===== src/rtl/dram_preload_pkg.sv =====
`default_nettype none
// ============================================================================
// Module  : dram_preload_pkg
// Brief   : Shared types, DRAM window defaults and address translation helper
//           for the DRAM preload controller.
// Revision: 1.0 - initial release
// ============================================================================
package dram_preload_pkg;

    typedef enum logic [1:0] {
        LOAD = 2'd0,
        HOLD = 2'd1,
        RUN  = 2'd2
    } state_e;

    localparam logic [63:0] DRAM_BASE_DEFAULT   = 64'h0000_0000_8000_0000;
    localparam logic [63:0] DRAM_LENGTH_DEFAULT = 64'h0000_0000_4000_0000;

    // Caller truncates the result to its row-index width.
    function automatic logic [63:0] addr_to_row(
        input logic [63:0] addr,
        input logic [63:0] base,
        input int unsigned shift
    );
        return (addr - base) >> shift;
    endfunction

endpackage
`default_nettype wire


===== src/rtl/dram_preload_hold_cnt.sv =====
`default_nettype none
// ============================================================================
// Module  : dram_preload_hold_cnt
// Brief   : 8-bit down-counter with parallel load; done flags the final count.
// Revision: 1.0 - initial release
// ============================================================================
module dram_preload_hold_cnt (
    input  logic       clk_i,
    input  logic       rst_i,
    input  logic       load_i,
    input  logic [7:0] load_val_i,
    input  logic       dec_i,
    output logic       done_o
);

    logic [7:0] cnt_q;
    logic [7:0] cnt_d;

    always_comb begin
        cnt_d = cnt_q;
        if (load_i) begin
            cnt_d = load_val_i;
        end else if (dec_i && (cnt_q != 8'd0)) begin
            cnt_d = cnt_q - 8'd1;
        end
    end

    always_ff @(posedge clk_i or posedge rst_i) begin
        if (rst_i) begin
            cnt_q <= 8'd0;
        end else begin
            cnt_q <= cnt_d;
        end
    end

    assign done_o = (cnt_q == 8'd1);

endmodule
`default_nettype wire


===== src/rtl/dram_preload_ctrl.sv =====
`default_nettype none
// ============================================================================
// Module  : dram_preload_ctrl
// Brief   : Sequences the DRAM SRAM port from preload (core in reset) to the
//           runtime requester. Define DRAM_PRELOAD_CHECKSUM_EN for csum_o.
// Revision: 1.0 - initial release
// ============================================================================
module dram_preload_ctrl
    import dram_preload_pkg::*;
#(
    parameter int          AddrWidth  = 64,
    parameter int          DataWidth  = 128,
    parameter logic [63:0] DramBase   = DRAM_BASE_DEFAULT,
    parameter logic [63:0] DramLength = DRAM_LENGTH_DEFAULT,
    parameter int          HoldCycles = 4,
    localparam int         BeWidth      = DataWidth / 8,
    localparam int         ByteOffset   = $clog2(BeWidth),
    localparam int         MemAddrWidth = $clog2(DramLength / BeWidth)
) (
    input  logic                    clk_i,
    input  logic                    rst_i,
    input  logic                    pl_valid_i,
    output logic                    pl_ready_o,
    input  logic [AddrWidth-1:0]    pl_addr_i,
    input  logic [DataWidth-1:0]    pl_data_i,
    input  logic                    pl_last_i,
    input  logic                    req_i,
    output logic                    gnt_o,
    input  logic                    we_i,
    input  logic [AddrWidth-1:0]    addr_i,
    input  logic [DataWidth-1:0]    wdata_i,
    input  logic [BeWidth-1:0]      be_i,
    output logic                    rvalid_o,
    output logic [DataWidth-1:0]    rdata_o,
    output logic                    mem_req_o,
    output logic                    mem_we_o,
    output logic [MemAddrWidth-1:0] mem_addr_o,
    output logic [DataWidth-1:0]    mem_wdata_o,
    output logic [BeWidth-1:0]      mem_be_o,
    input  logic [DataWidth-1:0]    mem_rdata_i,
    output logic                    core_rst_o,
    output logic                    run_o,
    output logic [31:0]             rows_o,
    output logic [15:0]             oob_cnt_o
`ifdef DRAM_PRELOAD_CHECKSUM_EN
    ,
    output logic [DataWidth-1:0]    csum_o
`endif
);

    state_e      state_q;
    logic        core_rst_q;
    logic        run_q;
    logic        rvalid_q;
    logic [31:0] rows_q;
    logic [31:0] rows_d;
    logic [15:0] oob_q;
    logic [15:0] oob_d;
    logic        w_hold_done;

    logic [63:0]             w_pl_addr;
    logic                    w_pl_inwin;
    logic                    w_pl_hs;
    logic [MemAddrWidth-1:0] w_pl_row;
    logic [MemAddrWidth-1:0] w_rt_row;

    assign w_pl_addr  = 64'(pl_addr_i);
    assign w_pl_inwin = (w_pl_addr >= DramBase) && ((w_pl_addr - DramBase) < DramLength);
    assign w_pl_row   = MemAddrWidth'(addr_to_row(w_pl_addr, DramBase, ByteOffset));
    assign w_rt_row   = MemAddrWidth'(addr_to_row(64'(addr_i), DramBase, ByteOffset));

    // Ready is masked by rst_i so it reads 0 while reset is held.
    assign pl_ready_o = (state_q == LOAD) && !rst_i;
    assign w_pl_hs    = pl_valid_i && pl_ready_o;
    assign gnt_o      = (state_q == RUN) && req_i;

    always_comb begin
        rows_d = rows_q;
        oob_d  = oob_q;
        if (w_pl_hs) begin
            if (w_pl_inwin) begin
                rows_d = rows_q + 32'd1;
            end else if (oob_q != 16'hFFFF) begin
                oob_d = oob_q + 16'd1;
            end
        end
    end

    always_comb begin
        mem_req_o   = 1'b0;
        mem_we_o    = 1'b0;
        mem_addr_o  = '0;
        mem_wdata_o = '0;
        mem_be_o    = '0;
        if (state_q == LOAD) begin
            mem_req_o   = w_pl_hs && w_pl_inwin;
            mem_we_o    = 1'b1;
            mem_addr_o  = w_pl_row;
            mem_wdata_o = pl_data_i;
            mem_be_o    = '1;
        end else if (state_q == RUN) begin
            mem_req_o   = req_i;
            mem_we_o    = we_i;
            mem_addr_o  = w_rt_row;
            mem_wdata_o = wdata_i;
            mem_be_o    = be_i;
        end
    end

    dram_preload_hold_cnt u_hold_cnt (
        .clk_i      (clk_i),
        .rst_i      (rst_i),
        .load_i     (w_pl_hs && pl_last_i),
        .load_val_i (8'(HoldCycles)),
        .dec_i      (state_q == HOLD),
        .done_o     (w_hold_done)
    );

    always_ff @(posedge clk_i or posedge rst_i) begin
        if (rst_i) begin
            state_q    <= LOAD;
            core_rst_q <= 1'b1;
            run_q      <= 1'b0;
            rvalid_q   <= 1'b0;
            rows_q     <= 32'd0;
            oob_q      <= 16'd0;
        end else begin
            rvalid_q <= 1'b0;
            case (state_q)
                LOAD: begin
                    rows_q <= rows_d;
                    oob_q  <= oob_d;
                    if (w_pl_hs && pl_last_i) begin
                        state_q <= HOLD;
                    end
                end
                HOLD: begin
                    if (w_hold_done) begin
                        state_q    <= RUN;
                        core_rst_q <= 1'b0;
                        run_q      <= 1'b1;
                    end
                end
                RUN: begin
                    rvalid_q <= req_i && !we_i;
                end
                default: begin
                    state_q <= LOAD;
                end
            endcase
        end
    end

`ifdef DRAM_PRELOAD_CHECKSUM_EN
    logic [DataWidth-1:0] csum_q;

    always_ff @(posedge clk_i or posedge rst_i) begin
        if (rst_i) begin
            csum_q <= '0;
        end else if ((state_q == LOAD) && w_pl_hs && w_pl_inwin) begin
            csum_q <= csum_q ^ pl_data_i;
        end
    end

    assign csum_o = csum_q;
`endif

    assign core_rst_o = core_rst_q;
    assign run_o      = run_q;
    assign rvalid_o   = rvalid_q;
    assign rdata_o    = mem_rdata_i;
    assign rows_o     = rows_q;
    assign oob_cnt_o  = oob_q;

endmodule
`default_nettype wire


===== config.mk =====
export PLATFORM = sky130hd
export DESIGN_NAME = dram_preload_ctrl
export DESIGN_NICKNAME = d
export VERILOG_FILES = /design/src/rtl/dram_preload_pkg.sv /design/src/rtl/dram_preload_hold_cnt.sv /design/src/rtl/dram_preload_ctrl.sv
export SDC_FILE = /design/constraint.sdc
export NUM_CORES = 1
export LEC_CHECK = 0
export ABC_AREA = 1
export CAP_MARGIN = 20
export CORE_AREA = 2 2 341 343
export CTS_CLUSTER_DIAMETER = 50
export CTS_CLUSTER_SIZE = 10
export DETAILED_ROUTE_END_ITERATION = 10
export DIE_AREA = 0 0 343 345
export GPL_TIMING_DRIVEN = 1
export PLACE_DENSITY = 0.38
export SLEW_MARGIN = 0
export SYNTH_ARGS = -nofsm -noshare
export SYNTH_HDL_FRONTEND = slang
export SYNTH_SLANG_ARGS = --single-unit

===== constraint.sdc =====
create_clock -name clk_i -period 8.7 [get_ports clk_i]
set_input_delay 2.175 -clock clk_i [delete_from_list [all_inputs] [get_ports clk_i]]
set_output_delay 2.175 -clock clk_i [all_outputs]
set_load 0.02 [all_outputs]

==> results.py, run 1 <==
metrics = {
    "clock_tree": {
        "clockRootBuffer": "clkbuf_16",
        "clock_latency_ns": 0.35,
        "cts_tree": "built",
        "max-clock-path-buffers": 2,
        "path_clk_slew_ns": 0.06,
        "cts_setup_buffers": 0,
        "cts_resized": 0,
        "clock_sinks": 61,
        "numCtsBuffers": 9,
        "hold_buffers": 0,
        "h-tree-depth": 3,
    },
    "cells_and_area": {
        "final_common_cell": "clkdlybuf4s50_1",
        "fin_nets": 2369,
        "final_util": 0.131,
        "layout_common_cells": "clkdlybuf4s50_1 (587), nand2_1 (557), nand3_1 (206)",
        "area_delta_synth_final_pct": 87.6,
        "seqCellArea_mm2": 0.00153,
        "multi_input_area_mm2": 0.00496,
        "fill_cells": 13500,
        "final_layout_size_suffix_gt1_frac": 0.0300,
    },
    "setup_path": {
        "rr_worst_depth": 9,
        "path_buf_inv": 3,
        "crit_path_end_kind": "output pin",
        "reg2reg_slack_ns": 5.93,
        "critPathCapture": "mem_req_o",
        "path_cells": "clkdlybuf4s50_1 -> inv_1 -> ha_1 -> nand2_4 -> nor2_8 -> nand2_1 -> nor2_1 -> nand2_1 -> nand2_1 -> nand2_1 -> nor2_1 -> nand2_2 -> nor2_8 -> nand3_2 -> o21ai_1 -> buf_12",
        "critPathKind": "in2out",
        "worst_ep_arrival_time_ns": 4.79,
        "crit_top_cell": "nand2_1",
        "path_depth": 16,
        "regToRegEndpoint": "oob_cnt_o[0]",
        "crit_required_ns": 6.53,
        "cp_max_fo": 9,
        "reg2reg_from": "state_q[1]",
        "crit_start": "pl_addr_i[31]",
        "cpLargestDelayFamily": "simple AND/OR/NAND/NOR gates",
        "slowest_stage": "clkdlybuf4s50_1",
        "startpoint_type": "input port",
        "critPathMaxStageDelay_ns": 0.45,
    },
    "sta": {
        "slew_headroom": 0.361,
        "fin_tns_setup_ns": 0,
        "finalCritPeriodShare": 0.800,
        "layout_setup_ws_ns": 1.74,
        "hold_violations": 0,
        "holdWs_ns": 0.439,
        "finalMaxSlewViolations": 0,
        "setup_violations": 0,
        "clock_skew_ns": 0.0104,
        "rsz0062_at_grt": "false",
        "period_minus_slack_ns": 6.96,
        "max_freq_ghz": 0.144,
        "worst_slew_pin_slew_ns": 0.959,
    },
    "drt": {
        "wl_per_cell_um": 24.4,
        "met2WireLength_mm": 37.1,
        "drtAntennaViolNets": 0,
        "drcViolationCount": 0,
        "drt_iter0_markers": 1120,
        "wirelength_mm": 82.4,
        "wl_met3_mm": 13.8,
        "dr.pass1.iters": 5,
        "vias": 11146,
        "wl_met1_mm": 29.8,
        "viasPerCell": 3.30,
        "top_layer": "met5",
    },
    "power": {
        "netSwitchingFraction": 0.310,
        "internal_power_uw": 749,
        "p_comb_frac": 0.394,
        "leakage_nw": 6.21,
        "ir_drop_mv": 0.0837,
        "p_sw_uw": 337,
        "seqPwrFrac": 0.262,
        "power_mw": 1.09,
        "power.density_mw_per_mm2": 72.0,
        "clkPwrFrac": 0.345,
    },
    "synth": {
        "avgSynthCellArea_um2": 5.68,
        "ys_seq_area_frac": 0.190,
        "ys_types": 38,
        "yosysWarnings": 0,
        "syn_inst": 1415,
        "yosys_register_bits": 61,
        "synthesis.nets": 1955,
        "syn-cell-area_mm2": 0.00803,
    },
    "job": {
        "cap_viol_max_count": 0,
    },
    "floorplanning": {
        "initial_core_util": 0.0698,
        "rows": 125,
        "core-area_mm2": 0.115,
        "dieHeight_um": 345,
        "die_area_mm2": 0.118,
        "ios": 887,
        "die_w_um": 343,
    },
    "place": {
        "hpwl_mm": 72.0,
        "numPortBuffers": 588,
        "gp_congestion": 0.911,
        "pre_cts_ws_ns": 1.64,
    },
    "global_routing": {
        "grt_pass1_wl_mm": 106,
        "antenna_found_initial": 99,
        "grt-ovfl-total": 0,
        "grt_use_total": 0.135,
        "grt_start_max_net_pins": 83,
        "grt_pass1_vias": 10731,
    },
    "worst_hold_path": {
        "hold_class": "reg2reg",
    },
    "run_status": {
        "outcome": "complete, no violations",
    },
}
routing by layer:
metal | global-route usage | vias to the layer above
li1 | - | 5255
met1 | 0.154 | 5030
met2 | 0.214 | 707
met3 | 0.0852 | 140
met4 | 0.0222 | 14
met5 | 0.00776 | -
cells in the mapped netlist, drive strengths merged:
cell	n	area, µm²
dfstp	1	26.3
o41ai	1	8.76
dfrtp	60	1500
nand3b	5	37.5
buf	148	1060
nand4	49	307
a21oi	23	115
nand2	564	2150
and3	2	12.5
nand3	207	1040
o21ai	19	95.1
nor3	21	105
clkinv	3	11.3
inv	80	300
o21a	1	7.51
xnor2	18	158
ha	6	75.1
o31ai	1	7.51
xor2	28	245
clkbuf	50	188
o22ai	1	6.26
nor2	117	512
or3	1	6.26
or2	1	6.26
o21bai	3	22.5
nor4	4	25.0
nor3b	1	7.51
worst register-to-register path, cell delays in order, from the launching register on:
cell and delay [ns]:
dfrtp_4 0.85, nor3_1 0.21, nand2_1 0.10, clkinv_1 0.06, buf_4 0.26, o41ai_1 0.15, clkinv_1 0.53, nand2_4 0.41
nand2_1 0.08, nand2_1 0.06
power by group through the flow:
stage                     clock network (mW)  registers [mW]  logic (mW)
after global routing                   0.405           0.284       0.458
after detailed placement                   0           0.289       0.428
after global placement                     0           0.289       0.430
after floorplan                            0           0.290       0.207
final                                  0.374           0.284       0.427
after CTS                              0.392           0.284       0.432
how the worst min path moves through the flow:
| stage | from | endpoint | cells past startpoint |
|---|---|---|---|
| floorplan | u_hold_cnt.cnt_q[4] | u_hold_cnt.cnt_q[4] | 1 |
| finish | core_rst_o | core_rst_o | 2 |
| global placement | core_rst_o | core_rst_o | 2 |
| detailed placement | core_rst_o | core_rst_o | 2 |
| global route | core_rst_o | core_rst_o | 2 |
| CTS | core_rst_o | core_rst_o | 2 |
final cells by class:
| type | count | area share |
|---|---|---|
| well taps | 1524 | 0.127 |
| clock buffers | 9 | 0.0149 |
| diodes | 17 | 0.00282 |
| multi-input cells | 1073 | 0.329 |
| clock inverters | 7 | 0.00490 |
| flip-flops and latches | 61 | 0.102 |
| repair buffers | 601 | 0.399 |
| inverters | 83 | 0.0210 |
registers in the layout (all words and copies together) (netlist names):
name	cells
core_rst_o	1
oob_cnt_o	16
rows_o	32
run_o	1
rvalid_o	1
state_q	2
u_hold_cnt.cnt_q	8
per-stage QoR:
step | std cells | area, µm²
after floorplan | 1415 | 8030
after global placement | 3341 | 14700
after detailed placement | 3341 | 14700
after CTS | 3357 | 15000
after global routing | 3361 | 15000
final | 3375 | 15100
cell families (layout without fill, tap and decap cells):
kind of cell | Yosys count | count (layout) | synth area share
buffers and inverters | 281 | 700 | 0.194
XOR/XNOR | 46 | 46 | 0.0502
flip-flops | 61 | 61 | 0.190
adder cells (fa/ha/maj) | 6 | 6 | 0.00935
AO/OA/AOI/OAI | 49 | 49 | 0.0327
AND/OR/NAND/NOR | 972 | 972 | 0.524
other | 0 | 17 | 0
Note: power is estimated with default switching activity, not from simulation.
==> run 2, diff against run 1 <==
--- a/config.mk
+++ b/config.mk
@@ -7,13 +7,13 @@
 export LEC_CHECK = 0
 export ABC_AREA = 1
 export CAP_MARGIN = 20
-export CORE_AREA = 2 2 341 343
+export CORE_AREA = 2 2 340 342
 export CTS_CLUSTER_DIAMETER = 50
 export CTS_CLUSTER_SIZE = 10
 export DETAILED_ROUTE_END_ITERATION = 10
-export DIE_AREA = 0 0 343 345
+export DIE_AREA = 0 0 342 344
 export GPL_TIMING_DRIVEN = 1
-export PLACE_DENSITY = 0.38
+export PLACE_DENSITY = 0.39
 export SLEW_MARGIN = 0
 export SYNTH_ARGS = -nofsm -noshare
 export SYNTH_HDL_FRONTEND = slang
==> constraint.sdc (replaced) <==
create_clock -name clk_i -period 5.86 [get_ports clk_i]
set_input_delay 1.465 -clock clk_i [delete_from_list [all_inputs] [get_ports clk_i]]
set_output_delay 1.465 -clock clk_i [all_outputs]
set_load 0.02 [all_outputs]
==> results.py, run 2 (synthesis results as in run 1) <==
metrics = {
    "setup_path": {
        "worst_ep_arrival_time_ns": 3.92,
        "cp_max_fo": 9,
        "startpoint_type": "input port",
        "path_cells": "clkdlybuf4s50_1 -> inv_1 -> ha_1 -> nand2_4 -> nor2_8 -> nand2_1 -> nor2_1 -> nand2_1 -> nand2_1 -> nand2_1 -> nor2_1 -> nand2_2 -> nor2_8 -> nand3_2 -> o21ai_1 -> buf_12",
        "crit_required_ns": 4.39,
        "critPathKind": "in2out",
        "critPathMaxStageDelay_ns": 0.47,
        "slowest_stage": "clkdlybuf4s50_1",
        "crit_top_cell": "nand2_1",
        "crit_path_end_kind": "output pin",
    },
    "sta": {
        "hold_violations": 0,
        "holdWs_ns": 0.445,
        "finalMaxSlewViolations": 0,
        "rsz0062_at_grt": "false",
        "period_minus_slack_ns": 5.38,
        "clock_skew_ns": 0.00671,
        "max_freq_ghz": 0.186,
        "worst_slew_pin_slew_ns": 0.917,
        "slew_headroom": 0.387,
        "setup_violations": 0,
        "finalCritPeriodShare": 0.919,
        "fin_tns_setup_ns": 0,
    },
    "clock_tree": {
        "numCtsBuffers": 9,
        "cts_resized": 0,
        "clock_sinks": 61,
        "cts_tree": "built",
        "clockRootBuffer": "clkbuf_16",
        "cts_setup_buffers": 0,
        "path_clk_slew_ns": 0.06,
        "hold_buffers": 0,
        "clock_latency_ns": 0.35,
        "h-tree-depth": 3,
        "max-clock-path-buffers": 2,
    },
    "drt": {
        "vias": 11149,
        "wl_met1_mm": 29.7,
        "wirelength_mm": 83.8,
        "drtAntennaViolNets": 0,
        "top_layer": "met5",
        "drt_iter0_markers": 759,
        "met2WireLength_mm": 37.9,
        "viasPerCell": 3.32,
        "dr.pass1.iters": 6,
        "wl_met3_mm": 13.7,
        "drcViolationCount": 0,
        "wl_per_cell_um": 24.9,
    },
    "job": {
        "cap_viol_max_count": 0,
    },
    "cells_and_area": {
        "final_common_cell": "clkdlybuf4s50_1",
        "seqCellArea_mm2": 0.00153,
        "area_delta_synth_final_pct": 86.9,
        "fin_nets": 2369,
        "multi_input_area_mm2": 0.00496,
        "fill_cells": 13380,
        "largest_register_ffs": 32,
        "layout_common_cells": "clkdlybuf4s50_1 (587), nand2_1 (557), nand3_1 (206)",
        "final_layout_size_suffix_gt1_frac": 0.0289,
    },
    "global_routing": {
        "grt_use_total": 0.135,
        "grt-ovfl-total": 0,
        "antenna_found_initial": 96,
        "grt_start_max_net_pins": 148,
        "grt_pass1_wl_mm": 104,
        "grt_pass1_vias": 10577,
    },
    "place": {
        "numPortBuffers": 588,
        "hpwl_mm": 73.1,
        "gp_congestion": 0.829,
    },
    "power": {
        "ir_drop_mv": 0.105,
        "power_mw": 1.56,
        "power.density_mw_per_mm2": 104,
        "leakage_nw": 6.19,
    },
    "floorplanning": {
        "die_area_mm2": 0.118,
        "core-area_mm2": 0.114,
        "die_w_um": 342,
        "rows": 124,
        "dieHeight_um": 344,
        "ios": 887,
        "initial_core_util": 0.0705,
    },
    "run_status": {
        "outcome": "complete, no violations",
    },
    "worst_hold_path": {
        "hold_class": "reg2reg",
    },
}
run 2: changes by cell type in the layout (fill, tap and decap cells not counted), sizes merged:
cell,delta
clkbuf,+3
clkinv,-1
clkinvlp,+1
inv,-2
diode,-3
bufinv,-1
run 2: path summary, 6_finish.rpt:
check,endpoint,from,slack (ns),depth (start not counted)
min in group asynchronous,state_q[0],rst_i,1.65,2
worst min register to register,core_rst_o,core_rst_o,0.45,2
max in group asynchronous,core_rst_o,rst_i,3.28,3
worst min-delay path,core_rst_o,core_rst_o,0.45,2
worst max register to register,oob_cnt_o[15],state_q[1],3.11,9
worst max-delay path,mem_req_o,pl_addr_i[31],0.48,16
run 2: power breakdown:
group / internal (mW) / switching, mW / leakage (nW)
sequential: 0.422 / 0.000243 / 0.838
combinational: 0.359 / 0.278 / 5.23
clock: 0.296 / 0.205 / 0.129
total: 1.08 / 0.483 / 6.19
run 2: through the flow:
stage / setup WS [ns] / cell area (µm²) / utilization / cells
final: 0.476 / 15000 / 0.132 / 3360
after global routing: 0.228 / 15000 / 0.132 / 3353
after floorplan: 1.06 / 8030 / - / 1415
after global placement: 0.408 / 14700 / 0.129 / 3330
after CTS: 0.383 / 15000 / 0.131 / 3346
after detailed placement: 0.390 / 14700 / 0.129 / 3330
run 2: layout make-up:
type | instances | share of cell area
repair buffers | 601 | 0.400
multi-input cells | 1073 | 0.330
inverters | 83 | 0.0211
well taps | 1512 | 0.126
diodes | 14 | 0.00233
clock inverters | 4 | 0.00167
clock buffers | 12 | 0.0164
flip-flops and latches | 61 | 0.102
run 2: worst max-delay path, delay by kind of cell:
family / cells / cell delay [ns]
AND/OR/NAND/NOR: 11 / 1.25
buffers and inverters: 3 / 0.75
adder cells (fa/ha/maj): 1 / 0.27
AO/OA/AOI/OAI: 1 / 0.17
run 2: per-layer routing:
layer  up-vias  global-route usage
met2       723               0.216
met1      5003               0.142
li1       5240                   -
met5         -              0.0232
met3       163              0.0988
met4        20              0.0256
